===== src/rtl/writeback_unit_pkg.sv =====
// Shared definitions for the RV32I register-file writeback path:
// datapath width, load funct3 encodings and the writeback FSM states.
package writeback_unit_pkg;

  localparam int CORE_XLEN = 32;

  localparam logic [2:0] F3_LB  = 3'b000;
  localparam logic [2:0] F3_LH  = 3'b001;
  localparam logic [2:0] F3_LW  = 3'b010;
  localparam logic [2:0] F3_LBU = 3'b100;
  localparam logic [2:0] F3_LHU = 3'b101;

  typedef enum logic [1:0] {
    IDLE      = 2'd0,
    LOAD_WAIT = 2'd1,
    WRITE     = 2'd2
  } wb_state_e;

endpackage


===== src/rtl/writeback_unit_load_align.sv =====
// Load data aligner: picks the byte/halfword lane out of a naturally aligned
// memory word, sign- or zero-extends it, and flags misaligned or illegal loads.
module writeback_unit_load_align
  import writeback_unit_pkg::*;
#(
  parameter int XLEN = CORE_XLEN
) (
  input  logic [2:0]      funct3,
  input  logic [1:0]      addr_lo,
  input  logic [31:0]     rdata,
  output logic [XLEN-1:0] data,
  output logic            misaligned,
  output logic            illegal
);

  logic [7:0]  byte_lane;
  logic [15:0] half_lane;

  // Select the addressed byte and halfword lanes of the memory word
  always_comb begin
    byte_lane = rdata[7:0];
    case (addr_lo)
      2'd0:    byte_lane = rdata[7:0];
      2'd1:    byte_lane = rdata[15:8];
      2'd2:    byte_lane = rdata[23:16];
      default: byte_lane = rdata[31:24];
    endcase
    half_lane = addr_lo[1] ? rdata[31:16] : rdata[15:0];
  end

  // Extend the selected lane by load type and classify bad accesses
  always_comb begin
    data       = '0;
    misaligned = 1'b0;
    illegal    = 1'b0;
    case (funct3)
      F3_LB: begin
        data = {{(XLEN-8){byte_lane[7]}}, byte_lane};
      end
      F3_LBU: begin
        data = {{(XLEN-8){1'b0}}, byte_lane};
      end
      F3_LH: begin
        data       = {{(XLEN-16){half_lane[15]}}, half_lane};
        misaligned = addr_lo[0];
      end
      F3_LHU: begin
        data       = {{(XLEN-16){1'b0}}, half_lane};
        misaligned = addr_lo[0];
      end
      F3_LW: begin
        data       = XLEN'(rdata);
        misaligned = (addr_lo != 2'd0);
      end
      default: begin
        illegal = 1'b1;
      end
    endcase
  end

endmodule


===== src/rtl/writeback_unit.sv =====
// Register-file write initiator for the multicycle RV32I core. Takes either an
// ALU result or a load request, waits for load data when needed, and produces
// exactly one write pulse per retired result (never for x0).
module writeback_unit
  import writeback_unit_pkg::*;
#(
  parameter int XLEN    = CORE_XLEN,
  parameter int TIMEOUT = 255
) (
  input  logic            clock,
  input  logic            reset,
  input  logic            alu_valid,
  output logic            alu_ready,
  input  logic [4:0]      alu_rd,
  input  logic [XLEN-1:0] alu_result,
  input  logic            load_valid,
  output logic            load_ready,
  input  logic [4:0]      load_rd,
  input  logic [2:0]      load_funct3,
  input  logic [1:0]      load_addr_lo,
  input  logic            mem_rvalid,
  input  logic [31:0]     mem_rdata,
  output logic            rf_write,
  output logic [4:0]      rf_reg_w,
  output logic [XLEN-1:0] rf_wdata,
  output logic            load_pending,
  output logic            load_fault
);

  // Counter must be able to hold TIMEOUT; a zero TIMEOUT leaves it unused
  localparam int CW = (TIMEOUT < 2) ? 1 : $clog2(TIMEOUT + 1);

  wb_state_e       state;
  logic [CW-1:0]   wait_count;
  logic [CW-1:0]   count_next;
  logic            timeout_hit;

  logic [4:0]      load_rd_q;
  logic [2:0]      funct3_q;
  logic [1:0]      addr_lo_q;

  logic [2:0]      align_funct3;
  logic [1:0]      align_addr_lo;
  logic [XLEN-1:0] align_data;
  logic            align_misaligned;
  logic            align_illegal;

  // ALU wins whenever both requests are present in IDLE
  assign alu_ready  = (state == IDLE);
  assign load_ready = (state == IDLE) && !alu_valid;

  assign count_next  = wait_count + CW'(1);
  assign timeout_hit = (TIMEOUT != 0) && (count_next == CW'(TIMEOUT));

  // In IDLE the aligner checks the incoming request; afterwards it formats
  // the returning data using the latched load attributes
  assign align_funct3  = (state == IDLE) ? load_funct3  : funct3_q;
  assign align_addr_lo = (state == IDLE) ? load_addr_lo : addr_lo_q;

  writeback_unit_load_align #(
    .XLEN(XLEN)
  ) u_load_align (
    .funct3    (align_funct3),
    .addr_lo   (align_addr_lo),
    .rdata     (mem_rdata),
    .data      (align_data),
    .misaligned(align_misaligned),
    .illegal   (align_illegal)
  );

  // Writeback FSM with registered register-file and status outputs
  always_ff @(posedge clock or posedge reset) begin
    if (reset) begin
      state        <= IDLE;
      wait_count   <= '0;
      rf_write     <= 1'b0;
      rf_reg_w     <= '0;
      rf_wdata     <= '0;
      load_fault   <= 1'b0;
      load_pending <= 1'b0;
      load_rd_q    <= '0;
      funct3_q     <= '0;
      addr_lo_q    <= '0;
    end else begin
      rf_write   <= 1'b0;
      load_fault <= 1'b0;
      case (state)
        IDLE: begin
          if (alu_valid) begin
            rf_reg_w <= alu_rd;
            rf_wdata <= alu_result;
            rf_write <= (alu_rd != 5'd0);
            state    <= WRITE;
          end else if (load_valid) begin
            load_rd_q <= load_rd;
            funct3_q  <= load_funct3;
            addr_lo_q <= load_addr_lo;
            if (align_misaligned || align_illegal) begin
              load_fault <= 1'b1;
            end else begin
              wait_count   <= '0;
              load_pending <= 1'b1;
              state        <= LOAD_WAIT;
            end
          end
        end
        LOAD_WAIT: begin
          wait_count <= count_next;
          if (mem_rvalid) begin
            rf_reg_w     <= load_rd_q;
            rf_wdata     <= align_data;
            rf_write     <= (load_rd_q != 5'd0);
            load_pending <= 1'b0;
            state        <= WRITE;
          end else if (timeout_hit) begin
            load_fault   <= 1'b1;
            load_pending <= 1'b0;
            state        <= IDLE;
          end
        end
        WRITE: begin
          load_pending <= 1'b0;
          state        <= IDLE;
        end
        default: begin
          state <= IDLE;
        end
      endcase
    end
  end

endmodule


===== config.mk =====
export PLATFORM = sky130hd
export DESIGN_NAME = writeback_unit
export DESIGN_NICKNAME = d
export VERILOG_FILES = /design/src/rtl/writeback_unit_pkg.sv /design/src/rtl/writeback_unit_load_align.sv /design/src/rtl/writeback_unit.sv
export SDC_FILE = /design/constraint.sdc
export NUM_CORES = 1
export LEC_CHECK = 0
export CORE_MARGIN = 2
export CORE_UTILIZATION = 50
export CTS_CLUSTER_DIAMETER = 60
export CTS_CLUSTER_SIZE = 30
export DETAILED_ROUTE_END_ITERATION = 6
export PLACE_DENSITY = 0.9
export SETUP_SLACK_MARGIN = 0.15
export SLEW_MARGIN = 20
export SYNTH_ARGS = -nofsm -noshare
export SYNTH_HDL_FRONTEND = slang
export SYNTH_SLANG_ARGS = --single-unit

===== constraint.sdc =====
create_clock -name clock -period 6.1 [get_ports clock]
set_input_delay 0.61 -clock clock [delete_from_list [all_inputs] [get_ports clock]]
set_output_delay 0.61 -clock clock [all_outputs]
set_load 0.01 [all_outputs]

# Yosys cells after proc, flatten, opt, wreduce, memory -nomap -nowiden
# Index checks and enable logic that the tools add are counted.
dict set report classes {
  add_sub_neg 1
  n_mux 38
  reduce_logical 18
  n_eq_ne 17
  bitwise 1
}
# operator count
set ops {}
lappend ops {{32-bit one-hot mux with 5 select lines} 1}
lappend ops {{32-bit 2-to-1 mux} 2}
lappend ops {{32-bit one-hot mux with 2 select lines} 1}
lappend ops {{8-bit 2-to-1 mux} 3}
lappend ops {{8-bit one-hot mux with 3 select lines} 1}
lappend ops {{16-bit 2-to-1 mux} 1}
lappend ops {{8-bit one-hot mux with 2 select lines} 1}
lappend ops {{1-bit 2-to-1 mux} 13}
lappend ops {{2-bit 2-to-1 mux} 6}
lappend ops {{5-bit 2-to-1 mux} 2}
lappend ops {{5-bit one-hot mux with 2 select lines} 1}
lappend ops {{5-bit nonzero test} 2}
lappend ops {{3-bit AND reduction} 3}
lappend ops {{8-bit by 1-bit adder with 8-bit output (second input constant)} 1}
lappend ops {{8-bit == test (second input constant)} 1}
lappend ops {{2-bit != test (second input constant)} 4}
lappend ops {{3-bit == test (second input constant)} 2}
lappend ops {{3-bit != test (second input constant)} 2}
lappend ops {{1-bit one-hot mux with 2 select lines} 3}
lappend ops {{5-bit AND reduction} 1}
lappend ops {{5-bit OR reduction} 1}
lappend ops {{2-bit by 1-bit == test with 1-bit output (second input constant)} 2}
lappend ops {{2-bit == test (second input constant)} 2}
lappend ops {{2-bit zero test} 2}
lappend ops {{other kinds (16)} 17}
dict set report totals {
  elab_cells 85
  in_bits 84
  register_bits 60
  output_inout_bits 42
}

# Longest topological paths before layout
# Gate-level depths: netlist of the first run.
dict set report depth {
  ltp_word 10
  ltp_mapped 11
}

# Cells and area by module
# Synthesis of the first run repeated with hierarchy kept, for this count alone.
dict set report unflattened {
  cells_unflattened 380
  hier_area_um2 3661.0
}
# mod instances area_per_inst_um2 seq_area_each_um2 cells_per_inst
set by_module_without_submodules {}
lappend by_module_without_submodules {writeback_unit 1 2970.3 1501.4 282}
lappend by_module_without_submodules {writeback_unit_load_align 1 690.7 0.0 98}

# Least setup slack after synthesis of the first run
# No wires, ideal clock.
dict set report synth_timing {
  path_type {flip-flop to flip-flop}
  from {register state[1]}
  to {register rf_wdata[6]}
  slack_ns 3.692
  synth_period_minus_slack_ns 2.408
  arrival_time_ns 2.275
  path_buffers 2
  required_ns 5.966
  path_stages_with_launch 9
  setup_time_ns 0.134
  path_cell_list {dfrtp_1 inv_1 ha_1 buf_6 mux2i_1 buf_2 mux4_2 a222oi_1 o21ai_0}
}
dict set report synth_via {
  elab_chain_cells 7
  word_cells_on_any_way 21
  cone_classes {eq/ne (9); mux (7); reduce/logical (5)}
}
# item line_no
set synth_lines {}
lappend synth_lines {{start, declared} writeback_unit.sv:33} ;# wb_state_e state;
lappend synth_lines {{start signal, assigned} writeback_unit.sv:74} ;# state <= IDLE;
lappend synth_lines {{start signal, assigned} writeback_unit.sv:93} ;# state <= WRITE;
lappend synth_lines {{start signal, assigned} writeback_unit.sv:103} ;# state <= LOAD_WAIT;
lappend synth_lines {{2-bit zero test *} n/a}
lappend synth_lines {{named net alu_ready} writeback_unit.sv:13} ;# output logic alu_ready,
lappend synth_lines {{2-bit 2-to-1 mux} writeback_unit.sv:58} ;# assign align_addr_lo = (state == IDLE) ? load_addr_lo : addr_lo_q;
lappend synth_lines {{2-bit == test, or another cell as far along} writeback_unit_load_align.sv:22} ;# case (addr_lo)
lappend synth_lines {{8-bit one-hot mux with 3 select lines} writeback_unit_load_align.sv:22}
lappend synth_lines {{32-bit one-hot mux with 5 select lines} writeback_unit_load_align.sv:36} ;# case (funct3)
lappend synth_lines {{32-bit 2-to-1 mux} writeback_unit.sv:109} ;# if (mem_rvalid) begin
lappend synth_lines {{32-bit one-hot mux with 2 select lines} writeback_unit.sv:87} ;# case (state)
lappend synth_lines {{end signal, assigned} writeback_unit.sv:91} ;# rf_wdata <= alu_result;
lappend synth_lines {{end signal, assigned} writeback_unit.sv:111} ;# rf_wdata <= align_data;
lappend synth_lines {{end, declared} writeback_unit.sv:25} ;# output logic [XLEN-1:0] rf_wdata,
# The timed path passes the listed nets; every way through them passes the cells marked *. The select of a mux whose other input is x is not followed.
# A chain may end at the register's enable or synchronous reset.

# Worst setup path in the final report of the first run
dict set report layout_timing {
  from {register state[1]}
  to {register rf_wdata[10]}
}
dict set report layout_via {
  elab_chain_cells 7
  word_cells_on_any_way 21
  cone_classes {eq/ne (9); mux (7); reduce/logical (5)}
}
# item line_no
set layout_lines {}
lappend layout_lines {{2-bit zero test} {writeback_unit.sv:57, writeback_unit.sv:58, writeback_unit.sv:87}}
lappend layout_lines {{2-bit 2-to-1 mux} writeback_unit.sv:58}
lappend layout_lines {{2-bit == test, or another cell as far along} writeback_unit_load_align.sv:22}
lappend layout_lines {{8-bit one-hot mux with 3 select lines} writeback_unit_load_align.sv:22}
lappend layout_lines {{32-bit one-hot mux with 5 select lines} writeback_unit_load_align.sv:36}
lappend layout_lines {{32-bit 2-to-1 mux} writeback_unit.sv:109}
lappend layout_lines {{32-bit one-hot mux with 2 select lines} writeback_unit.sv:87}
# Parallel ways exist; a longest one is shown, timed or not. The select of a mux whose other input is x is not followed.

==> reports/metrics.csv, run 1 <==
stage,metric,value,unit
status,status,finished with violations,
status,failing checks,design-rule violations,
global_route,global-route wire length before repair,18.15,mm
setup_path,"Critical Path, Cell by Cell","inv_1, ha_2, nor2_1, nor3_2, buf_4, nand2_1, o21ai_0",
power_and_ir_drop,Leak Pwr,2.094,nW
floorplan,die span in y,90.43,um
setup_path,critical path's slowest cell,ha_2,
logic_synthesis,Main synth FF type,dfrtp_1,
sta,Final Slew Violations,0,
power_and_ir_drop,Total Power,2.443,mW
power_and_ir_drop,pwr dens,470.0,nW/um2
sta,RSZ-0062 raised after global routing,no,
logic_synthesis,Synthesized Nets,490,
clocking,CTS tree,done,
logic_synthesis,sequential element share of the synthesized area,0.4020,
floorplan,DIE AREA,8177,um2
min_path,Hold Path Class,flop to flop,
floorplan,Cell Rows,31,
detailed_routing,final WL,11.35,mm
global_route,gr ovfl total,0,
clocking,hold_buf cts,0,
logic_synthesis,yosys warns,0,
detailed_routing,via count,3792,
placed_design,DP Worst Slack,2604,ps
logic_synthesis,Yosys reg bits,60,
clocking,worst skew pair latency,340,ps
sta,Max Freq,283.5,MHz
logic_synthesis,Synth Instances,401,
layout,final net count,602,
setup_path,Crit Path Category,flop to flop,
logic_synthesis,"Cell Area, Synth",3735,um2
layout,final core occ,0.7168,
sta,"Hold Violations, Final",0,
setup_path,CP top delay family,simple AND/OR/NAND/NOR gates,
sta,Final Cycle Share,0.5782,
setup_path,Worst Path Required,6350,ps
layout,share of layout cells above drive strength 1,0.1004,
detailed_routing,Vias/cell,6.146,
setup_path,FF-to-FF path depth,7,
layout,area delta synth->final,39.20,%
placed_design,Buffers on Ports,125,
detailed_routing,Avg WL per Cell,18.40,um
layout,area of the multi-input gates,1956,um2
clocking,clock slew at reported path FFs,70,ps
clocking,Clock Path Buffers,2,
detailed_routing,residual DRC count,1,
detailed_routing,drt pass-1 iters,7,
sta,crit path time final,3527,ps
clocking,Post-CTS Setup Repair Bufs,0,
clocking,Root Buffer,clkbuf_8,
detailed_routing,remaining antenna violation count,0,
power_and_ir_drop,maximum VDD drop,0.2310,mV
placed_design,routability cong.,0.8487,
setup_path,Buffers & Inverters on Critical Path,2,
logic_synthesis,biggest area consumer among synthesized cells,dfrtp_1,
layout,Reg area,1501,um2
setup_path,Crit. path cell count,7,
clocking,cts repair resizes,0,
layout,fillers,517,
min_path,hold-critical path depth,1,
sta,Final Setup Violations,0,
sta,fin worst setup slack,2573,ps
setup_path,"slowest stage delay, CP",830,ps
floorplan,Placeable Area,7253,um2
setup_path,R2R Setup Slk,2570,ps
setup_path,Startpoint Class,flop,
sta,worst slew pin tran,955.6,ps
global_route,initial antenna violation count,0,
global_route,largest net degree at the start of global routing,65,
clocking,CTS buffer count,9,
global_route,gr usage total,0.2765,
clocking,clock sinks,60,
logic_synthesis,top post-synthesis cells by area,"dfrtp_1, o21ai_0, mux4_2",
floorplan,die width,90.43,um
logic_synthesis,Yosys cell types,55,
logic_synthesis,Avg Inst Size Synth,9.314,um2
logic_synthesis,Post-synth EDFFs,0,
logic_synthesis,top-area cell type share of the netlist area,0.4020,
floorplan,I/O pin count,126,
setup_path,crit path DAT,3780,ps
layout,Ant. Diodes,0,
detailed_routing,DR iter-0 viols,364,
sta,clock skew,8.783,ps
sta,Setup Total Neg Slack,0,ps
setup_path,CP endpoint kind,flop,
setup_path,worst-path maximum fanout,64,
sta,Rel. slew slack,0.3630,
job,max-cap violations,0,
placed_design,final HPWL from detailed placement,8.372,mm
global_route,vias in the first global route,3719,
logic_synthesis,Async SR Flop Fraction,1.000,
floorplan,Initial Util,0.5149,
clocking,H-Tree Depth,3,
report_power, final:
part,total (mW),switching [mW],internal (mW),leakage (nW)
Clock,0.308,0.163,0.145,0.0848
Combinational,1.42,0.729,0.694,1.30
Sequential,0.713,0.129,0.584,0.705
Total,2.44,1.02,1.42,2.09
final timing paths:
| check | from | end |
|---|---|---|
| setup / recovery | state[1] | rf_wdata[10] |
| hold / removal | rf_wdata[24] | rf_wdata[24] |
| setup reg to reg | state[1] | rf_wdata[10] |
| hold reg to reg | rf_wdata[24] | rf_wdata[24] |
| max in group asynchronous | reset | rf_wdata[8] |
| min in group asynchronous | reset | load_fault |
cell usage in the layout, fill, tap and decap left out, types with 2 or more instances in the layout:
cell and n:
a31oi_1 17, a21oi_1 11, a211o_1 2, buf_4 5, ha_1 4, a221o_1 2, nand2_1 28, nor2b_1 5
a32o_1 3, o22ai_1 2, nor3b_1 2, nor2_1 14, a222oi_1 8, a21o_1 2, o21a_1 2, and3_1 3
clkinvlp_4 2, clkinv_2 4, o211ai_1 2, clkdlybuf4s50_1 125, a221oi_1 7, or3b_2 2, clkbuf_8 9, mux4_2 8
a22o_1 2, o22a_1 17, nor3_2 3, dfrtp_1 60, o21ai_0 63, nor3_1 2, nand3b_1 2, mux2_2 11
inv_1 42, mux2i_1 10, or4_1 2, o21ai_1 2, nand2b_1 4, nand3_1 8
per-stage QoR:
stage / cells / area [um2] / hold WS, ps
2_1_floorplan: 401 / 3735 / 493.0
3_3_place_gp: 601 / 5019 / 495.2
3_5_place_dp: 601 / 5019 / 497.2
4_1_cts: 617 / 5186 / 513.5
5_1_grt: 617 / 5199 / 524.9
6_report: 617 / 5199 / 508.7
synthesized netlist by cell type (3+ instances only):
library cell	number
a21oi_1	11
a221oi_1	7
a222oi_1	8
a31oi_1	17
a32o_1	3
and3_1	3
buf_2	7
clkbuf_1	19
dfrtp_1	60
ha_1	5
inv_1	43
mux2_2	11
mux2i_1	11
mux4_2	8
nand2_1	28
nand2b_1	4
nand3_1	8
nor2_1	14
nor2b_1	5
nor3_1	3
o21ai_0	63
o22a_1	17
state kept, by name, indices dropped and copies added, names as in the netlist:
signal	flops
rf_wdata	32
state	2
funct3_q	3
load_rd_q	5
rf_write	1
addr_lo_q	2
wait_count	8
load_pending	1
load_fault	1
rf_reg_w	5
cell families (layout without fill, tap and decap cells):
kind of cell	count (synthesis)	count (layout)	share of synthesized area
compound gates	151	151	0.2687
xor+xnor	2	2	0.004691
fa+ha+maj	5	5	0.01675
buf+inv	72	189	0.07973
flops	60	60	0.4020
mux	31	31	0.1169
simple gates	80	80	0.1112
metal layers:
metal,track usage,vias up,wire length [um]
li1,-,1714,-
met1,0.3483,1806,4461
met2,0.4492,227,5652
met3,0.05008,45,783
met4,0.1577,0,454
met5,0,-,0
cell type report:
type,count,share of cell area
clock buffer,9,0.02383
clock inverter,7,0.008424
inverter,43,0.03105
multi-input combinational,269,0.3762
sequential,60,0.2888
tap,99,0.02383
timing repair buffer,130,0.2479
(Power assumes the default switching activity.)
==> inputs of run 2 (changes only) <==
- CORE_UTILIZATION: 50 -> 46
- PLACE_DENSITY: 0.9 -> 0.84
- clock period: 6.1 -> 3.5 ns (I/O delays scaled with it)
==> run 2 against run 1 <==
- the run now ends clean
- count of clock-buffer cells in the layout up 4
- routed wire length up 1.2%
- register-to-register slack worse by 2100 ps
- sequential share of layout area down 0.19 points
- first-iteration DRC count down 19%
- fmax up 17%
==> reports/metrics.csv, run 2 (synthesis gave the netlist of run 1 again) <==
stage,metric,value,unit,change
sta,"Hold Violations, Final",0,,unchanged
setup_path,FF-to-FF path depth,8,,+1
power_and_ir_drop,Leak Pwr,2.131,nW,+1.8%
sta,Hold Slack,405.8,ps,-102.9 ps
clocking,clock slew at reported path FFs,70,ps,about the same
setup_path,Worst Setup SP,state[1],,
sta,Final Cycle Share,0.8582,,+0.2800
setup_path,reg2reg end,rf_wdata[29],,
power_and_ir_drop,maximum VDD drop,0.3923,mV,+70%
floorplan,DIE AREA,8856,um2,+8.3%
clocking,H-Tree Depth,3,,unchanged
layout,final net count,608,,+1.0%
clocking,CTS buffer count,9,,unchanged
setup_path,worst-path maximum fanout,16,,-75%
global_route,gr usage total,0.2608,,-0.01571
power_and_ir_drop,Total Power,4.314,mW,+77%
detailed_routing,remaining antenna violation count,0,,unchanged
setup_path,Worst Path Required,3720,ps,-2630 ps
placed_design,Buffers on Ports,125,,unchanged
detailed_routing,drt pass-1 iters,5,,-2
job,max-cap violations,0,,unchanged
layout,fin cells,625,,+1.3%
floorplan,die span in y,94.11,um,+4.1%
setup_path,worst reg2reg path startpoint,state[1],,
detailed_routing,final WL,11.49,mm,+1.2%
setup_path,Crit Path Category,flop to flop,,
clocking,Clock Path Buffers,2,,unchanged
layout,number of flip-flops in the largest register,32,,unchanged
floorplan,die width,94.11,um,+4.1%
clocking,Root Buffer,clkbuf_8,,
placed_design,routability cong.,0.9758,,+15%
layout,area delta synth->final,40.13,%,
detailed_routing,Vias/cell,6.045,,-1.6%
floorplan,Placeable Area,7807,um2,+7.6%
placed_design,placed cell count,610,,+1.5%
sta,Max Freq,332.9,MHz,+17%
layout,biggest regs,"rf_wdata (32), wait_count (8)",,
clocking,CTS tree,done,,
setup_path,CP endpoint kind,flop,,
global_route,initial antenna violation count,0,,unchanged
floorplan,Initial Util,0.4784,,-0.03656
clocking,worst skew pair latency,350,ps,about the same
sta,Final Setup Violations,0,,unchanged
layout,most frequent cells in the layout,"clkdlybuf4s50_1, o21ai_0, dfrtp_1",,
setup_path,R2R Setup Slk,500,ps,-2080 ps
min_path,Hold Path Class,input pin to asynchronous set/reset pin,,
setup_path,crit path DAT,3230,ps,-550 ps
sta,RSZ-0062 raised after global routing,no,,
floorplan,I/O pin count,126,,unchanged
layout,Largest Register,rf_wdata,,
detailed_routing,Avg WL per Cell,18.38,um,-0.11%
clocking,clock sinks,60,,unchanged
clocking,cts repair resizes,0,,unchanged
status,status,"finished, final reports clean",,
layout,"most common cell after layout, fill and taps aside",clkdlybuf4s50_1,,
layout,share of layout cells above drive strength 1,0.1013,,+0.0009523
detailed_routing,via count,3778,,-0.37%
sta,Rel. slew slack,0.3728,,+0.009827
sta,crit path time final,3004,ps,-523.2 ps
global_route,global-route wire length before repair,18.08,mm,-0.38%
clocking,hold_buf cts,0,,unchanged
power_and_ir_drop,pwr dens,824.2,nW/um2,+75%
detailed_routing,DR iter-0 viols,296,,-19%
sta,Setup Total Neg Slack,0,ps,unchanged
placed_design,final HPWL from detailed placement,8.440,mm,+0.82%
detailed_routing,residual DRC count,0,,-1
floorplan,Cell Rows,32,,+3.2%
global_route,largest net degree at the start of global routing,36,,-45%
layout,Ant. Diodes,0,,unchanged
clocking,Post-CTS Setup Repair Bufs,0,,unchanged
sta,clock skew,14.05,ps,+5.263 ps
sta,Final Slew Violations,0,,unchanged
setup_path,Startpoint Class,flop,,
sta,worst slew pin tran,938.9,ps,-16.67 ps
setup_path,CP endpoint,rf_wdata[29],,
global_route,vias in the first global route,3698,,-0.56%
global_route,gr ovfl total,0,,unchanged
-- run 2: final cells by class --
type                       count  area, um2
clock buffer                  13      158.9
clock inverter                 2      10.01
fill                         664       2574
inverter                      43      161.4
multi-input combinational    269       1941
sequential                    60       1501
tap                          102      127.6
timing repair buffer         136       1334
-- run 2: how the worst min path moves through the flow --
stage	start	end	slack, ps
6_report	reset	rf_wdata[0]	410
5_1_grt	reset	rf_wdata[0]	440
4_1_cts	reset	rf_wdata[16]	410
3_5_place_dp	rf_wdata[7]	rf_wdata[7]	500
3_3_place_gp	rf_wdata[28]	rf_wdata[28]	490
2_1_floorplan	load_rd_q[4]	load_rd_q[4]	490
-- run 2: power by group --
part / switching (mW) / internal [mW] / total (mW)
clock: 0.269 / 0.290 / 0.559
combinational: 1.28 / 1.24 / 2.52
sequential: 0.219 / 1.02 / 1.24
total: 1.76 / 2.55 / 4.31
-- run 2: per-layer routing --
| layer | GRT usage | wire length, um | vias to the layer above |
|---|---|---|---|
| met2 | 0.4298 | 5597 | 201 |
| li1 | - | - | 1726 |
| met5 | 0 | 0 | - |
| met4 | 0.1135 | 397 | 0 |
| met1 | 0.3283 | 4570 | 1813 |
| met3 | 0.05859 | 920 | 38 |
-- run 2: worst max-delay path: stages (launching register included) --
cell and delay (ps):
dfrtp_1 390, inv_1 100, ha_1 440, mux2i_1 410
buf_4 260, mux2_2 380, nand3_1 520, a31oi_1 190
o22a_1 200
-- run 2: stage by stage --
stage          cell area, um2  setup WS [ps]  utilization
3_5_place_dp             5065          549.3       0.6487
5_1_grt                  5234          258.6       0.6704
2_1_floorplan            3735           1092            -
3_3_place_gp             5065          741.8       0.6487
4_1_cts                  5234          528.6       0.6704
6_report                 5234          496.3       0.6704
